--- config.mk ---
export PLATFORM = sky130hd
export DESIGN_NAME = regfile_wb_arbiter
export DESIGN_NICKNAME = d
export VERILOG_FILES = /design/src/rtl/regfile_wb_arbiter.sv
export SDC_FILE = /design/constraint.sdc
export NUM_CORES = 1
export LEC_CHECK = 0
export ABC_AREA = 1
export BUFFER_PORTS_ARGS = -buffer_cell sky130_fd_sc_hd__buf_2
export CAP_MARGIN = 20
export CORE_MARGIN = 3
export CORE_UTILIZATION = 57
export DETAILED_ROUTE_END_ITERATION = 6
export MAX_ROUTING_LAYER = met4
export PLACE_DENSITY = 0.89
export SLEW_MARGIN = 20
export SYNTH_ARGS = -nofsm -noshare
export SYNTH_HDL_FRONTEND = slang
export SYNTH_SLANG_ARGS = --single-unit
--- constraint.sdc ---
create_clock -name clk -period 3 [get_ports clk]
set_input_delay 0.6 -clock clk [delete_from_list [all_inputs] [get_ports clk]]
set_output_delay 0.6 -clock clk [all_outputs]
set_load 0.01 [all_outputs]
--- src/rtl/regfile_wb_arbiter.sv ---
// regfile_wb_arbiter: shares the register file's single write port between the
// ALU writeback (port 0) and the memory-load writeback (port 1).
// Each port has a 2-entry FIFO. Heads are arbitrated round-robin into a
// registered write stage. A pending-write mask is exported for hazard checks.
// Optional build macro WBARB_STATS_EN adds the conflictCnt contention counter.
module regfile_wb_arbiter #(
    parameter int ADDR_W   = 4,
    parameter int DATA_W   = 32,
    parameter int NUM_REGS = 12
) (
    input  logic                clk,
    input  logic                rst,
    input  logic                aluValid,
    output logic                aluReady,
    input  logic [ADDR_W-1:0]   aluDest,
    input  logic [DATA_W-1:0]   aluData,
    input  logic                memValid,
    output logic                memReady,
    input  logic [ADDR_W-1:0]   memDest,
    input  logic [DATA_W-1:0]   memData,
    output logic                wrEn,
    output logic [ADDR_W-1:0]   wrDest,
    output logic [DATA_W-1:0]   wrData,
    output logic [NUM_REGS-1:0] pendingMask,
    output logic                errFlag
`ifdef WBARB_STATS_EN
    ,
    output logic [15:0]         conflictCnt
`endif
);

    logic [ADDR_W-1:0] inDest [2];
    logic [DATA_W-1:0] inData [2];
    logic [1:0]        inValid;

    logic [ADDR_W-1:0] fifoDestQ [2][2];
    logic [DATA_W-1:0] fifoDataQ [2][2];
    logic [1:0]        headQ;
    logic [1:0]        tailQ;
    logic [1:0]        cntQ [2];

    logic [1:0]        ready;
    logic [1:0]        notEmpty;
    logic [1:0]        push;
    logic [1:0]        pop;
    logic              entryValid [2][2];

    logic              rrQ;
    logic              rrD;
    logic              grantValid;
    logic              grantPort;
    logic [ADDR_W-1:0] headDest;
    logic [DATA_W-1:0] headData;

    assign inDest[0] = aluDest;
    assign inDest[1] = memDest;
    assign inData[0] = aluData;
    assign inData[1] = memData;
    assign inValid   = {memValid, aluValid};

    assign aluReady  = ready[0];
    assign memReady  = ready[1];

    // Per-port handshake and occupancy flags, derived only from registered counts
    always_comb begin
        ready    = '0;
        notEmpty = '0;
        push     = '0;
        for (int p = 0; p < 2; p++) begin
            ready[p]    = (cntQ[p] != 2'd2);
            notEmpty[p] = (cntQ[p] != 2'd0);
            push[p]     = inValid[p] && ready[p];
        end
    end

    // Round-robin pick among non-empty heads; the pointer only moves on contention
    always_comb begin
        grantValid = 1'b0;
        grantPort  = 1'b0;
        rrD        = rrQ;
        pop        = '0;
        if (notEmpty[0] && notEmpty[1]) begin
            grantValid = 1'b1;
            grantPort  = rrQ;
            rrD        = ~rrQ;
        end else if (notEmpty[0]) begin
            grantValid = 1'b1;
            grantPort  = 1'b0;
        end else if (notEmpty[1]) begin
            grantValid = 1'b1;
            grantPort  = 1'b1;
        end
        if (grantValid) begin
            pop[grantPort] = 1'b1;
        end
        headDest = fifoDestQ[grantPort][headQ[grantPort]];
        headData = fifoDataQ[grantPort][headQ[grantPort]];
    end

    // FIFO pointers and counts; a simultaneous push and pop leaves the count unchanged
    always_ff @(posedge clk) begin
        if (rst) begin
            headQ   <= '0;
            tailQ   <= '0;
            cntQ[0] <= '0;
            cntQ[1] <= '0;
        end else begin
            for (int p = 0; p < 2; p++) begin
                if (push[p]) begin
                    tailQ[p] <= ~tailQ[p];
                end
                if (pop[p]) begin
                    headQ[p] <= ~headQ[p];
                end
                cntQ[p] <= cntQ[p] + {1'b0, push[p]} - {1'b0, pop[p]};
            end
        end
    end

    // FIFO storage needs no reset; occupancy alone decides which entries are live
    always_ff @(posedge clk) begin
        for (int p = 0; p < 2; p++) begin
            if (push[p]) begin
                fifoDestQ[p][tailQ[p]] <= inDest[p];
                fifoDataQ[p][tailQ[p]] <= inData[p];
            end
        end
    end

    // Registered write stage; out-of-range heads are dropped and latch the sticky error
    always_ff @(posedge clk) begin
        if (rst) begin
            wrEn    <= 1'b0;
            wrDest  <= '0;
            wrData  <= '0;
            errFlag <= 1'b0;
            rrQ     <= 1'b0;
        end else begin
            wrEn <= 1'b0;
            rrQ  <= rrD;
            if (grantValid) begin
                if (int'(headDest) < NUM_REGS) begin
                    wrEn   <= 1'b1;
                    wrDest <= headDest;
                    wrData <= headData;
                end else begin
                    errFlag <= 1'b1;
                end
            end
        end
    end

    // Live-entry map, so the mask ignores stale data left in emptied slots
    always_comb begin
        for (int p = 0; p < 2; p++) begin
            for (int e = 0; e < 2; e++) begin
                entryValid[p][e] = (cntQ[p] == 2'd2) ||
                                   ((cntQ[p] == 2'd1) && (headQ[p] == 1'(e)));
            end
        end
    end

    // Pending mask covers queued entries plus the write currently staged
    always_comb begin
        pendingMask = '0;
        for (int i = 0; i < NUM_REGS; i++) begin
            for (int p = 0; p < 2; p++) begin
                for (int e = 0; e < 2; e++) begin
                    if (entryValid[p][e] && (int'(fifoDestQ[p][e]) == i)) begin
                        pendingMask[i] = 1'b1;
                    end
                end
            end
            if (wrEn && (int'(wrDest) == i)) begin
                pendingMask[i] = 1'b1;
            end
        end
    end

`ifdef WBARB_STATS_EN
    // Saturating count of cycles where one port loses arbitration
    always_ff @(posedge clk) begin
        if (rst) begin
            conflictCnt <= '0;
        end else if (notEmpty[0] && notEmpty[1] && (conflictCnt != 16'hFFFF)) begin
            conflictCnt <= conflictCnt + 16'd1;
        end
    end
`endif

endmodule

==> results.py <==
metrics = {
    "run_status": {
        "status": "complete, no violations",
    },
    "grt": {
        "grt_pass1_wl_mm": 32.7,
        "first_global_vias": 6464,
        "grt_max_degree": 71,
        "grt_use_total_pct": 27.1,
        "gr-total-overflow": 0,
        "antenna_found_initial": 1,
    },
    "finish": {
        "fin_nets": 1098,
        "drive_gt1_share_pct": 17.7,
        "syn2layout_area_growth_pct": 16.5,
        "post-route-util_pct": 69.1,
    },
    "timing": {
        "relSlewSlack_pct": 47.4,
        "max_freq_ghz": 0.358,
        "setup_viol": 0,
        "fin_crit_sh_pct": 93.2,
        "finalMaxSlewViolations": 0,
        "fin_skew_ns": 0.0118,
        "setup_tns_ns": 0,
        "worst_pin_slew_ns": 0.788,
        "rsz0062_at_grt": "no",
        "hold_violations": 0,
        "period_minus_slack_ns": 2.80,
    },
    "drt": {
        "drtIter0Drc": 690,
        "num_vias": 6847,
        "wl_per_cell_um": 17.3,
        "via_per_inst": 5.65,
        "ant_nets": 0,
        "drt_first_pass_iters": 6,
        "wirelength_mm": 21.0,
        "drc": 0,
    },
    "cts": {
        "tritoncts": "built",
        "cts_hold_buf": 0,
        "clock_latency_ns": 0.44,
        "cts_buffers": 17,
        "cts_resized": 0,
        "htree_levels": 4,
        "ctsRootBufferMaster": "clkbuf_16",
        "clockBufferDepth": 2,
        "cts_sinks": 191,
        "path_clk_slew_ns": 0.07,
        "post-cts-setup-buffer-count": 0,
    },
    "setup_path": {
        "cpPeakStageDelay_ns": 0.48,
        "reg2reg_from": "cntQ[0][1]$_SDFF_PP0_",
        "crit_start": "cntQ[0][1]$_SDFF_PP0_",
        "worst-path-max-fanout": 6,
        "crit_arrival_ns": 2.20,
        "worst_path_dominant_cell_family": "compound AO/OA/AOI/OAI gates",
        "crit_chain": "inv_1 -> nand2_1 -> o21ai_0 -> inv_1 -> nor2_1 -> nand2_1 -> nand3_1 -> a21oi_1 -> nand2_1 -> buf_2",
        "critical_path.slowest_cell": "o21ai_0",
        "path_common_cell": "nand2_1",
        "worstSetupPathType": "reg -> out",
        "start_kind": "flop",
        "ff2ff_path_depth": 11,
        "reg2reg_to": "wrData[8]$_SDFFE_PP0P_",
        "r2r_slack_ns": 0.61,
        "crit_buf_inv": 3,
        "required_ns": 2.40,
        "end_kind": "output port",
    },
    "hold_path": {
        "min_to": "fifoDataQ[1][50]$_DFFE_PP_",
        "worstHoldStart": "memData[18]",
        "min_path_type": "in -> reg",
        "hold_depth": 1,
    },
    "floorplanning": {
        "die_h_um": 127,
        "die_w_um": 127,
        "io_pins": 128,
        "rows": 43,
        "core_area_um2": 14100,
        "dieArea_um2": 16200,
        "start_util_pct": 59.3,
    },
    "pwr": {
        "finalPower_mw": 10.7,
        "peakVddDrop_mv": 0.964,
        "power_density_nw_per_um2": 1090,
        "p_leak_nw": 4.41,
    },
    "synth": {
        "ys_warn_count": 0,
        "synth_fp_nets": 987,
        "synth_area_per_cell_um2": 9.26,
        "synth_cell_types": 23,
        "synth_area_um2": 8400,
        "async_flop_share_pct": 0,
        "yosysMostFrequentCell": "nand2_1",
        "synth.largest_area_cell": "edfxtp_1",
        "yosys-top-cells-area": "edfxtp_1 52%, dfxtp_1 11%, nand2_1 11%",
        "synth_edf_count": 144,
        "ys_top_cells_by_count": "236 x nand2_1, 144 x edfxtp_1, 124 x nand3_1",
        "synth_seq_cells": 191,
        "synth_top_area_share_pct": 51.5,
        "synthFlopType": "edfxtp_1",
        "netlist_instances": 907,
        "ys_seq_area_share_pct": 62.7,
    },
    "place": {
        "dp_hpwl_mm": 12.9,
        "place_congestion": 0.982,
        "port_buffers": 127,
    },
    "run": {
        "maxCapViolCount": 0,
    },
}
-- power breakdown --
| group | internal [mW] | switching, mW |
|---|---|---|
| Sequential | 3.40 | 0.279 |
| Clock | 1.24 | 0.983 |
| Combinational | 1.49 | 3.27 |
| Total | 6.12 | 4.54 |
-- cells by family (layout without fill, tap and decap cells) --
logic type	count (synthesis)	after routing	synth area share, %
other	0	1	0
adders and majority gates	4	4	0.596
DFF	191	191	62.7
buffers and inverters	128	252	6.14
AOI/OAI and AO/OA	100	100	6.51
and+or+nand+nor	482	482	23.8
xor gates and xnor gates	2	2	0.209
-- worst max-delay path by stage --
stage	end	slack (ns)	depth (start not counted)
finish	pendingMask[10]	0.20	10
global route	pendingMask[8]	0.02	10
CTS	pendingMask[10]	0.20	9
detailed placement	pendingMask[10]	0.69	9
global placement	pendingMask[10]	0.75	10
floorplan	fifoDataQ[0][0]$_DFFE_PP_	0.31	4
-- routing by layer --
metal	part of all wire, %	global-route usage [%]
met1	40	35.5
met2	48	41.1
met3	9.3	5.77
met4	2.7	11.8
met5	0	-
-- stage by stage --
| stage | std cells | setup WS (ns) | hold WS [ns] | cell area, um2 |
|---|---|---|---|---|
| global route | 1212 | 0.0216 | 0.338 | 9780 |
| floorplan | 907 | 0.313 | 0.422 | 8400 |
| global placement | 1179 | 0.751 | 0.435 | 9190 |
| CTS | 1211 | 0.203 | 0.328 | 9780 |
| finish | 1212 | 0.204 | 0.344 | 9780 |
| detailed placement | 1179 | 0.688 | 0.453 | 9190 |
-- cells in the final DEF (no fill, tap or decap), types with 2 or more instances in the layout --
cell type	count
nand4_1	9
o21ai_0	10
ha_1	4
buf_2	127
nand2_1	233
xor2_1	2
clkinv_1	2
nand3_1	124
a32oi_1	8
dfxtp_1	47
buf_4	13
a21oi_1	79
inv_1	78
nor2_1	100
clkinvlp_4	2
bufinv_16	2
nor2_4	4
clkinv_2	2
nor3_1	7
inv_6	5
edfxtp_1	144
clkbuf_16	17
clkinv_4	3
nand2_2	5
-- cell type report --
cell class | instances | area, um2
flip-flops and latches | 191 | 5270
fillers | 1035 | 4370
clock inverters | 15 | 159
multi-input cells | 588 | 2650
repair buffers | 141 | 753
inverters | 79 | 297
diodes | 1 | 2.50
clock buffers | 17 | 425
well taps | 180 | 225
-- flip-flops by register name (all words and copies together), names as in the netlist --
register   flops
wrDest         4
tailQ          2
rrQ            1
wrData        32
fifoDataQ    128
cntQ           4
errFlag        1
wrEn           1
fifoDestQ     16
headQ          2
-- worst register-to-register path, stage by stage, from the launching register on --
cell and delay (ns):
dfxtp_1 0.37, o21ai_4 0.22, buf_4 0.33, nand3_1 0.11, nand2_1 0.08, nand2_1 0.05, nand2_1 0.11, nand2_2 0.30
buf_4 0.36, nand3_1 0.14, nand2_1 0.10, nor2_1 0.15
(Power assumes the default switching activity.)
